===== config.mk =====
export PLATFORM = sky130hd
export DESIGN_NAME = din_debounce
export DESIGN_NICKNAME = d
export VERILOG_FILES = /design/src/rtl/din_debounce_pkg.sv /design/src/rtl/din_debounce_sync2.sv /design/src/rtl/din_debounce.sv
export SDC_FILE = /design/constraint.sdc
export NUM_CORES = 1
export LEC_CHECK = 0
export ABC_AREA = 1
export ABC_CLOCK_PERIOD_IN_PS = 2600
export CORE_MARGIN = 10
export CORE_UTILIZATION = 39
export DETAILED_ROUTE_END_ITERATION = 8
export GPL_TIMING_DRIVEN = 0
export SKIP_LAST_GASP = 1
export SLEW_MARGIN = 20
export SYNTH_ARGS = -nofsm -noshare
export SYNTH_HDL_FRONTEND = slang
export SYNTH_SLANG_ARGS = --single-unit

===== constraint.sdc =====
create_clock -name clk -period 2.6 [get_ports clk]
set_clock_uncertainty 0.2 [all_clocks]
set_input_delay 0.26 -clock clk [delete_from_list [all_inputs] [get_ports clk]]
set_output_delay 0.26 -clock clk [all_outputs]
set_load 0.01 [all_outputs]

===== src/rtl/din_debounce_pkg.sv =====
// Shared definitions for the din_debounce input-conditioning stage:
// FSM state encodings and default parameter values.
package din_debounce_pkg;

  typedef enum logic [1:0] {
    STABLE_LO = 2'd0,
    WAIT_HI   = 2'd1,
    STABLE_HI = 2'd2,
    WAIT_LO   = 2'd3
  } state_e;

  localparam int unsigned DEBOUNCE_DEF = 16;
  localparam int unsigned CNT_W_DEF    = 8;

endpackage


===== src/rtl/din_debounce_sync2.sv =====
// Two-flop synchronizer for asynchronous pin inputs; clears to 0 on the
// asynchronous active-low clr.
module sync2 (
  input  logic clk,
  input  logic clr,
  input  logic d,
  output logic q
);

  logic s1_q;
  logic s2_q;

  always_ff @(posedge clk or negedge clr) begin
    if (!clr) begin
      s1_q <= 1'b0;
      s2_q <= 1'b0;
    end else begin
      s1_q <= d;
      s2_q <= s1_q;
    end
  end

  assign q = s2_q;

endmodule


===== src/rtl/din_debounce.sv =====
// Resynchronises and debounces a raw input level, producing a clean
// registered level, one-cycle rise/fall strobes and a busy flag.
module din_debounce
  import din_debounce_pkg::*;
#(
  parameter int unsigned DEBOUNCE = DEBOUNCE_DEF,
  parameter int unsigned CNT_W    = CNT_W_DEF
) (
  input  logic clk,
  input  logic clr,
  input  logic din,
  input  logic en,
  output logic q,
  output logic rise,
  output logic fall,
  output logic busy
);

  if (DEBOUNCE < 2 || DEBOUNCE > (2 ** CNT_W) - 1) begin : g_bad_debounce
    $error("din_debounce: DEBOUNCE out of range for CNT_W");
  end

  localparam logic [CNT_W-1:0] CNT_LAST = CNT_W'(DEBOUNCE - 1);

  logic             s2;
  state_e           state_q, state_d;
  logic [CNT_W-1:0] cnt_q, cnt_d;
  logic             q_q, q_d;
  logic             rise_q, rise_d;
  logic             fall_q, fall_d;
  logic             busy_q, busy_d;

  sync2 u_sync2 (
    .clk (clk),
    .clr (clr),
    .d   (din),
    .q   (s2)
  );

  always_ff @(posedge clk or negedge clr) begin
    if (!clr) begin
      state_q <= STABLE_LO;
      cnt_q   <= '0;
      q_q     <= 1'b0;
      rise_q  <= 1'b0;
      fall_q  <= 1'b0;
      busy_q  <= 1'b0;
    end else begin
      state_q <= state_d;
      cnt_q   <= cnt_d;
      q_q     <= q_d;
      rise_q  <= rise_d;
      fall_q  <= fall_d;
      busy_q  <= busy_d;
    end
  end

  // A reverting input is checked before completion, so a bounce on the
  // final qualifying edge is still rejected.
  always_comb begin
    state_d = state_q;
    cnt_d   = cnt_q;
    q_d     = q_q;
    rise_d  = 1'b0;
    fall_d  = 1'b0;
    case (state_q)
      STABLE_LO: begin
        if (s2) begin
          state_d = WAIT_HI;
          cnt_d   = '0;
        end
      end
      WAIT_HI: begin
        if (!s2) begin
          state_d = STABLE_LO;
          cnt_d   = '0;
        end else if (en) begin
          if (cnt_q == CNT_LAST) begin
            state_d = STABLE_HI;
            cnt_d   = '0;
            q_d     = 1'b1;
            rise_d  = 1'b1;
          end else begin
            cnt_d = cnt_q + CNT_W'(1);
          end
        end
      end
      STABLE_HI: begin
        if (!s2) begin
          state_d = WAIT_LO;
          cnt_d   = '0;
        end
      end
      WAIT_LO: begin
        if (s2) begin
          state_d = STABLE_HI;
          cnt_d   = '0;
        end else if (en) begin
          if (cnt_q == CNT_LAST) begin
            state_d = STABLE_LO;
            cnt_d   = '0;
            q_d     = 1'b0;
            fall_d  = 1'b1;
          end else begin
            cnt_d = cnt_q + CNT_W'(1);
          end
        end
      end
      default: begin
        state_d = STABLE_LO;
        cnt_d   = '0;
      end
    endcase
    busy_d = (state_d == WAIT_HI) || (state_d == WAIT_LO);
  end

  assign q    = q_q;
  assign rise = rise_q;
  assign fall = fall_q;
  assign busy = busy_q;

endmodule

Yosys cells after proc, flatten, opt, wreduce, memory -nomap -nowiden
Cells that the tools add are included.
{ "totals": {"latchBits": 0, "mem_count": 0, "out_inout_bits": 4, "ff_bits": 16, "inputBits": 4, "mem_bits_rw": 0, "word_cells": 57, "mem_bits_ro": 0} }
{ "op_classes": {"reduce_logical": 5, "n_eq_ne": 14, "muxes": 29, "add_sub_neg": 1, "magnitude_cmp": 0, "bitwise_logic": 0, "shift": 0, "div": 0, "n_mul": 0} }
{ "op_table": {"columns": ["op", "n"], "rows": [
  ["2-to-1 mux 8 bit", 6],
  ["one-hot mux 8 bit (4 select lines)", 1],
  ["2-to-1 mux 2 bit", 8],
  ["2-to-1 mux 1 bit", 12],
  ["!= test 2 bit (second input constant)", 6],
  ["adder 8 x 1 -> 8 bit (second input constant)", 1],
  ["equality test 8 x 4 -> 1 bit (second input constant)", 1],
  ["one-hot mux 2 bit (4 select lines)", 1],
  ["AND reduction 7 bit", 1],
  ["equality test 2 bit (second input constant)", 3],
  ["equality test 2 x 1 -> 1 bit (second input constant)", 2],
  ["!= test 2 x 1 -> 1 bit (second input constant)", 2],
  ["logical NOT 2 bit", 1],
  ["one-hot mux 1 bit (2 select lines)", 1],
  ["AND reduction 2 bit", 1],
  ["nonzero test 2 bit", 1],
  ["logical OR 1 bit", 1]
]} }

Logic depth before layout (Yosys ltp)
Gate-level depths: netlist of run 1.
{ "logic_depth": {"depth_word": 7, "depth_mapped": 9, "depth_no_buf": 8} }

By module
From an unflattened synthesis of run 1, not the netlist that was laid out.
{ "hier_totals": {"cells_unflattened": 102, "hier_area_um2": 869.6} }
{ "modules_own_cells": {"columns": ["mod", "seq_area_each_um2", "instances", "area_each_um2", "cells_per_inst"], "rows": [
  ["din_debounce", 350.3, 1, 819.5, 100],
  ["sync2", 50.0, 1, 50.0, 2]
]} }

Worst setup path after synthesis of run 1
No wires, ideal clock.
{ "synth_timing": {"kind": "register to register", "startpoint": "reg cnt_q[0]", "endpoint": "reg state_q[1]", "synth_period_minus_slack_ns": 1.449, "required_ns": 2.278, "n_path_buf": 0, "stages_incl_launch_ff": 9, "setup_ns": 0.122, "path_slack_ns": 1.151, "arrival_ns": 1.127, "cell_sequence": "dfrtp_1 ha_1 nand3_2 nor2_4 nand2_4 inv_2 nand2_4 nand2_1 o21ai_1"} }
{ "synth_via": {"elab_chain_cells": 5, "word_cells_on_any_way": 8, "classes_between": "eq/ne (1); mux (7)"} }
{ "synth_rtl": {"columns": ["item", "line", "source"], "rows": [
  ["start: declaration", "din_debounce.sv:27", "logic [CNT_W-1:0] cnt_q, cnt_d;"],
  ["start signal: assignment", "din_debounce.sv:50", "cnt_q <= cnt_d;"],
  ["equality test 8 x 4 -> 1 bit *", "din_debounce.sv:78, din_debounce.sv:99", null],
  ["2-to-1 mux 2 bit (on tied branches)", "din_debounce.sv:99, din_debounce.sv:78", null],
  ["2-to-1 mux 2 bit (on tied branches)", "din_debounce.sv:98, din_debounce.sv:77", null],
  ["2-to-1 mux 2 bit (on tied branches)", "din_debounce.sv:95, din_debounce.sv:74", null],
  ["one-hot mux 2 bit (4 select lines) *", "din_debounce.sv:66", "case (state_q)"],
  ["named net state_d[1]", "din_debounce.sv:26", "state_e state_q, state_d;"],
  ["end signal: assignment", "din_debounce.sv:49", "state_q <= state_d;"],
  ["end: declaration", "din_debounce.sv:26", null]
]} }
Mark *: on every way through the listed nets, which the timed path passes. The rest lies on a longest branch.
A chain may end at the register's enable or synchronous reset.

Worst setup path in the final report of run 1
{ "layout_timing": {"startpoint": "reg q_q, in the netlist q", "endpoint": "out q"} }
{ "layout_rtl": {"columns": ["item", "line", "source"], "rows": [
  ["start: declaration", "din_debounce.sv:28", "logic q_q, q_d;"],
  ["start signal: assignment", "din_debounce.sv:51", "q_q <= q_d;"],
  ["end: declaration", "din_debounce.sv:13", "output logic q,"]
]} }
No word-level cell between the ends.

==> results by group, run 1 <==
Status
  – Run status: completed

Worst setup path
  – Worst R2R End: state_q[1]
  – Reg-to-reg setup timing slack: 0.96 ns
  – Crit path largest cell delay: 0.54 ns
  – Crit path buffers/inverters: 1
  – Crit start category: flop
  – Cell at the slowest stage of the critical path: clkdlybuf4s50_1
  – Crit-path max FO: 2
  – Critical-path cell list: clkdlybuf4s50_1
  – CP delay by family, top: buffers and inverters
  – R2R cell count: 8
  – Worst Path Arrival: 1.20 ns
  – Crit path depth: 1
  – Worst Path Class, Setup: reg -> out
  – Worst R2R Start: cnt_q[0]
  – Critical Path End Type: output port
  – CP required: 2.14 ns

GRT
  – Total GRT Usage: 0.0842
  – Initial antenna violation count: 0
  – Met1 usage: 0.101
  – Met2 usage: 0.133
  – Global route overflow: 0
  – Largest net degree at the start of global routing: 17
  – First-pass GRT wire length: 2970 µm
  – Met3 GRT Util: 0.0198
  – Vias in the first global route: 675
  – Busiest grt layer: met2

Synthesis
  – Mapped Area: 873 µm²
  – Syn_area_per_cell: 8.09 µm²
  – Unique masters post-synth: 19
  – Post-synth EDFFs: 0
  – Synth Instances: 108
  – Main synth FF type: dfrtp_1
  – Adder-Cell Fraction of Synth Area: 0.0143
  – Asr flop ratio synth: 1.00
  – Synth area leader: dfrtp_1
  – Largest family of logic cells by synthesized area: simple AND/OR/NAND/NOR gates
  – Sequential-to-total area share from yosys stat: 0.458
  – Mapped Nets: 113
  – Post-Synth XOR/XNOR Area: 0.0401
  – Commonest cells post-synth: nand2_1 (37), dfrtp_1 (16), inv_1 (12)
  – Most common cell in the netlist: nand2_1
  – #FFs+latches synth: 16
  – Largest cells by area after synthesis: dfrtp_1 (46%), nand2_1 (16%), inv_1 (5.2%), xor2_1 (4.0%), nor2_1 (3.9%)
  – Post-synthesis simple-gate area fraction: 0.375
  – Compound-gate portion of the synthesized area: 0.0258
  – Share of the synthesized area in the top cell type: 0.458
  – Number of synthesis warnings: 0
  – Mux share of post-synthesis cell area: 0

Clock network
  – Setup Buffers After CTS: 0
  – Cts hold-fix bufs: 0
  – CTS tree: done
  – Skew-Pair Late Insertion Delay: 0.30 ns
  – Clk buf depth: 2
  – CTS Sinks: 16
  – Root Buffer: clkbuf_4
  – Clock-pin slew on the worst setup and hold paths: 0.09 ns
  – H-tree Lvls: 1
  – Post-CTS resize count: 0
  – CTS Buf Count: 3

STA
  – Achievable Freq: 603 MHz
  – Final hold vios: 0
  – Fin crit period: 1.66 ns
  – RSZ-0062 raised after global routing: false
  – Final Slew Violations: 0
  – Setup-failing EPs final: 0
  – Slew @ Worst Pin: 0.726 ns
  – Final Cycle Share: 0.638
  – Headroom to the max-slew limit: 0.515
  – Total Neg Setup Slack: 0 ns

Floorplan
  – Core area: 2170 µm²
  – I/O pin count: 8
  – Chip Height: 67.3 µm
  – Initial Utilization: 0.403
  – Die X: 67.3 µm
  – Row Count: 17
  – Die area: 4530 µm²

Power and ir drop
  – Lkg Pwr: 0.000543 µW
  – Maximum vdd drop: 0.000287 V
  – Final Total Pwr: 479 µW
  – Pwr per Cell Area: 472 nW/µm²

Detailed routing
  – Post-Route WL: 1640 µm
  – Drt via density: 4.72
  – Per-cell routed wire length: 11.1 µm
  – Drt pass-1 iters: 4
  – # DRC: 0
  – Antenna-violating nets left: 0
  – 1st-iter DRT viols: 13
  – Vias after detailed routing: 694

Final layout
  – Diodes inserted: 0
  – Finished Layout Cells: 147
  – P&R area growth vs syn: 16.2%
  – Layout cell share with drive strength beyond 1: 0.160
  – Design area: 1010 µm²
  – Fillcell total: 221
  – Final net count: 125
  – Final core occ: 0.468

Hold path
  – Worst hold path depth: 0
  – Worst Hold Class: reg -> reg
  – HP Start: u_sync2.s1_q
  – Hold Crit Endpoint: u_sync2.q

Placement
  – RePlAce Congestion: 0.837
  – HPWL Detailed: 1190 µm
  – Placed Instance Area: 978 µm²
  – PortBufs: 7
  – Placed Cells: 143

Job
  – Max Cap Viol: 0
-- cell families (layout without fill, tap and decap cells) --
kind of cell    after synthesis  after routing
compound gates                4              4
xor+xnor                      4              4
fa+ha+maj                     1              1
buf+inv                      17             28
flops                        16             16
simple gates                 66             66
-- metal layers --
metal  up-vias  share of wire
met1       318           0.46
li1        355              -
met4         0          0.025
met2        16           0.47
met5         -              0
met3         5          0.052
-- cell type report --
type / count / area [µm²] / share of cell area
repair buffers: 7 / 70.1 / 0.0691
flip-flops and latches: 16 / 400 / 0.395
multi-input cells: 75 / 398 / 0.392
plain buffers: 2 / 18.8 / 0.0185
inverters: 15 / 56.3 / 0.0555
well taps: 28 / 35.0 / 0.0345
clock buffers: 4 / 36.3 / 0.0358
-- power by group --
part           total [µW]  internal, µW  switching (µW)  leakage (µW)
Sequential            263           257            6.65      0.000211
Combinational        42.9          17.7            25.2      0.000311
Clock                 172          85.5            86.9     0.0000210
Total                 479           360             119      0.000543
-- metrics by stage --
stage	hold slack (ns)	setup WS [ns]
6_report	0.158	0.942
4_1_cts	0.163	0.931
3_5_place_dp	0.140	0.711
3_3_place_gp	0.136	0.730
2_1_floorplan	-0.236	1.15
5_1_grt	0.168	0.845
-- how the worst max path moves through the flow --
| stage | from | endpoint | slack, ns |
|---|---|---|---|
| global route | en | cnt_q[7] | 0.85 |
| detailed placement | en | state_q[0] | 0.71 |
| CTS | q | q | 0.93 |
| global placement | en | cnt_q[7] | 0.73 |
| floorplan | cnt_q[0] | state_q[1] | 1.15 |
| finish | q | q | 0.94 |
-- state kept, by name, indices dropped and copies added, names as in the netlist --
signal	cells
busy	1
cnt_q	8
fall	1
q	1
rise	1
state_q	2
u_sync2.q	1
u_sync2.s1_q	1
-- cell usage in the layout, fill, tap and decap left out, drive strengths merged --
cell type	count
nor2	14
nand3	6
dfrtp	16
inv	15
xor2	4
buf	2
o21bai	1
ha	1
nand2	39
clkdlybuf4s50	7
nor3	2
clkbuf	4
nand4	5
a21oi	2
o21ai	1
No activity file was read; power rests on OpenSTA's default activity.
==> run 2, diff against run 1 <==
--- a/config.mk
+++ b/config.mk
@@ -6,7 +6,7 @@
 export NUM_CORES = 1
 export LEC_CHECK = 0
 export ABC_AREA = 1
-export ABC_CLOCK_PERIOD_IN_PS = 2600
+export ABC_CLOCK_PERIOD_IN_PS = 1500
 export CORE_MARGIN = 10
 export CORE_UTILIZATION = 39
 export DETAILED_ROUTE_END_ITERATION = 8
==> constraint.sdc (replaced) <==
create_clock -name clk -period 1.5 [get_ports clk]
set_clock_uncertainty 0.2 [all_clocks]
set_input_delay 0.15 -clock clk [delete_from_list [all_inputs] [get_ports clk]]
set_output_delay 0.15 -clock clk [all_outputs]
set_load 0.01 [all_outputs]
==> run 2 against run 1 <==
  * Critical path depth increased by 7
  * Sequential share of layout area shrank 4.1 points
  * Via count is 6.9% higher
  * Wire length rose by 13%
  * Hold slack worse by 0.084 ns
  * Largest power group unchanged
==> results by group, run 2 (synthesized netlist as in run 1, its figures left out) <==
Floorplan
  – Initial Utilization: 0.403 (unchanged)
  – Die X: 67.3 µm (unchanged)
  – I/O pin count: 8 (unchanged)
  – Chip Height: 67.3 µm (unchanged)
  – Core area: 2170 µm² (unchanged)
  – Die area: 4530 µm² (unchanged)
  – Row Count: 17 (unchanged)

Worst setup path
  – CP required: 1.49 ns (-0.65 ns)
  – Worst Path Arrival: 1.47 ns (+0.27 ns)
  – Worst Path Class, Setup: reg -> reg
  – Critical Path End Type: flop
  – Crit-path max FO: 5 (+3)
  – Crit start category: flop

Final layout
  – Finished Layout Cells: 157 (+6.8%)
  – Commonest non-fill, non-tap cells in the layout: nand2_1 (33), dfrtp_1 (15), buf_4 (11)
  – Final net count: 135 (+8.0%)
  – P&R area growth vs syn: 30.2%
  – Design area: 1140 µm² (+12%)
  – Layout cell share with drive strength beyond 1: 0.326 (+0.166)
  – Biggest register: cnt_q
  – Largest regs: cnt_q x8, state_q x2
  – Max FFs per register: 8 (unchanged)
  – Most common cell after layout, fill and taps aside: nand2_1
  – Diodes inserted: 0 (unchanged)

Detailed routing
  – # DRC: 0 (unchanged)
  – Post-Route WL: 1850 µm (+13%)
  – Per-cell routed wire length: 11.8 µm (+6.1%)
  – Antenna-violating nets left: 0 (unchanged)
  – 1st-iter DRT viols: 10 (-3)
  – Drt via density: 4.73 (+0.11%)
  – Drt pass-1 iters: 5 (+1)
  – Vias after detailed routing: 742 (+6.9%)

Clock network
  – Root Buffer: clkbuf_4
  – CTS Sinks: 16 (unchanged)
  – Clk buf depth: 2 (unchanged)
  – Skew-Pair Late Insertion Delay: 0.30 ns (about the same)
  – CTS tree: done
  – CTS Buf Count: 3 (unchanged)
  – H-tree Lvls: 1 (unchanged)
  – Clock-pin slew on the worst setup and hold paths: 0.10 ns (about the same)

STA
  – Achievable Freq: 677 MHz
  – Fin worst setup slack: 0.0238 ns (-0.918 ns)
  – RSZ-0062 raised after global routing: true
  – Final Cycle Share: 0.984
  – Slew @ Worst Pin: 0.730 ns (+0.00414 ns)
  – Setup-failing EPs final: 0 (unchanged)
  – Hold slack: 0.0736 ns (-0.0843 ns)
  – Final Slew Violations: 0 (unchanged)
  – Final hold vios: 0 (unchanged)
  – Headroom to the max-slew limit: 0.512 (-0.00277)
  – Fin crit period: 1.48 ns

Power and ir drop
  – Lkg Pwr: 0.000601 µW (+11%)
  – Pwr per Cell Area: 747 nW/µm² (+58%)
  – Maximum vdd drop: 0.000499 V (+74%)

GRT
  – Total GRT Usage: 0.0859 (+0.00168)
  – Global route overflow: 0 (unchanged)
  – Vias in the first global route: 703 (+4.1%)
  – Largest net degree at the start of global routing: 17 (unchanged)
  – First-pass GRT wire length: 3030 µm (+2.1%)
  – Initial antenna violation count: 0 (unchanged)

Placement
  – RePlAce Congestion: 0.837 (unchanged)
  – HPWL Detailed: 1190 µm (unchanged)
  – Placed Cells: 143 (unchanged)
  – PortBufs: 7 (unchanged)
  – Placed Instance Area: 978 µm² (unchanged)
  – DP Worst Slack: -0.279 ns (-0.990 ns)

Status
  – Run status: completed

Job
  – Max Cap Viol: 0 (unchanged)

Hold path
  – Worst Hold Class: in -> async
-- run 2: cell types whose count changed in the layout (fill, tap and decap cells not counted), moves of 3 or more --
cell	change
buf_4	+10
clkdlybuf4s50_1	-4
dlygate4sd2_1	+4
nand2_1	-4
nand2_2	+4
inv_1	-3
-- run 2: through the flow --
step	utilization	total power (µW)	setup TNS, ns
detailed placement	0.451	540	-3.05
global placement	0.451	538	-2.86
CTS	0.483	835	-0.0287
floorplan	-	501	0
finish	0.524	849	0
global route	0.524	882	-0.362
-- run 2: worst max-delay path, cell delays in order (launching register included) --
cell	delay, ns
dfrtp_1	0.41
ha_4	0.17
nand3_4	0.09
nor2_4	0.14
nand2_4	0.09
inv_4	0.08
nand2_4	0.07
nand2_2	0.07
o21ai_2	0.05
-- run 2: final cells by class --
type	count	area [µm²]
clock buffers	4	36.3
inverters	15	58.8
repair buffers	17	140
well taps	28	35.0
flip-flops and latches	16	402
multi-input cells	75	447
fillers	203	1030
plain buffers	2	18.8
-- run 2: power by group --
| group | internal [µW] | switching, µW |
|---|---|---|
| sequential | 445 | 11.5 |
| combinational | 38.9 | 54.0 |
| clock | 148 | 152 |
| total | 632 | 217 |
-- run 2: final timing paths --
path	slack (ns)	to	cells after the start	start
worst max-delay path	0.02	state_q[1]	8	cnt_q[1]
worst min-delay path	0.07	cnt_q[3]	1	clr
worst max register to register	0.02	state_q[1]	8	cnt_q[1]
worst min register to register	0.16	u_sync2.q	0	u_sync2.s1_q
max in group asynchronous	0.52	state_q[1]	1	clr
min in group clk	0.09	u_sync2.s1_q	1	din
-- run 2: repair_timing --
action / in CTS / in global routing
endpoints found under the setup margin: 17 / 13
setup buffers: 4 / 6
gates resized for setup: 8 / 13
hold buffers: 0 / 0
pin swaps: 1 / 5
-- run 2: metal layers --
metal,track usage,share of wire,routed length (µm)
met5,0,0,0
met4,0.0538,0.022,41
met3,0.0198,0.038,71
met2,0.140,0.50,919
met1,0.0999,0.44,820
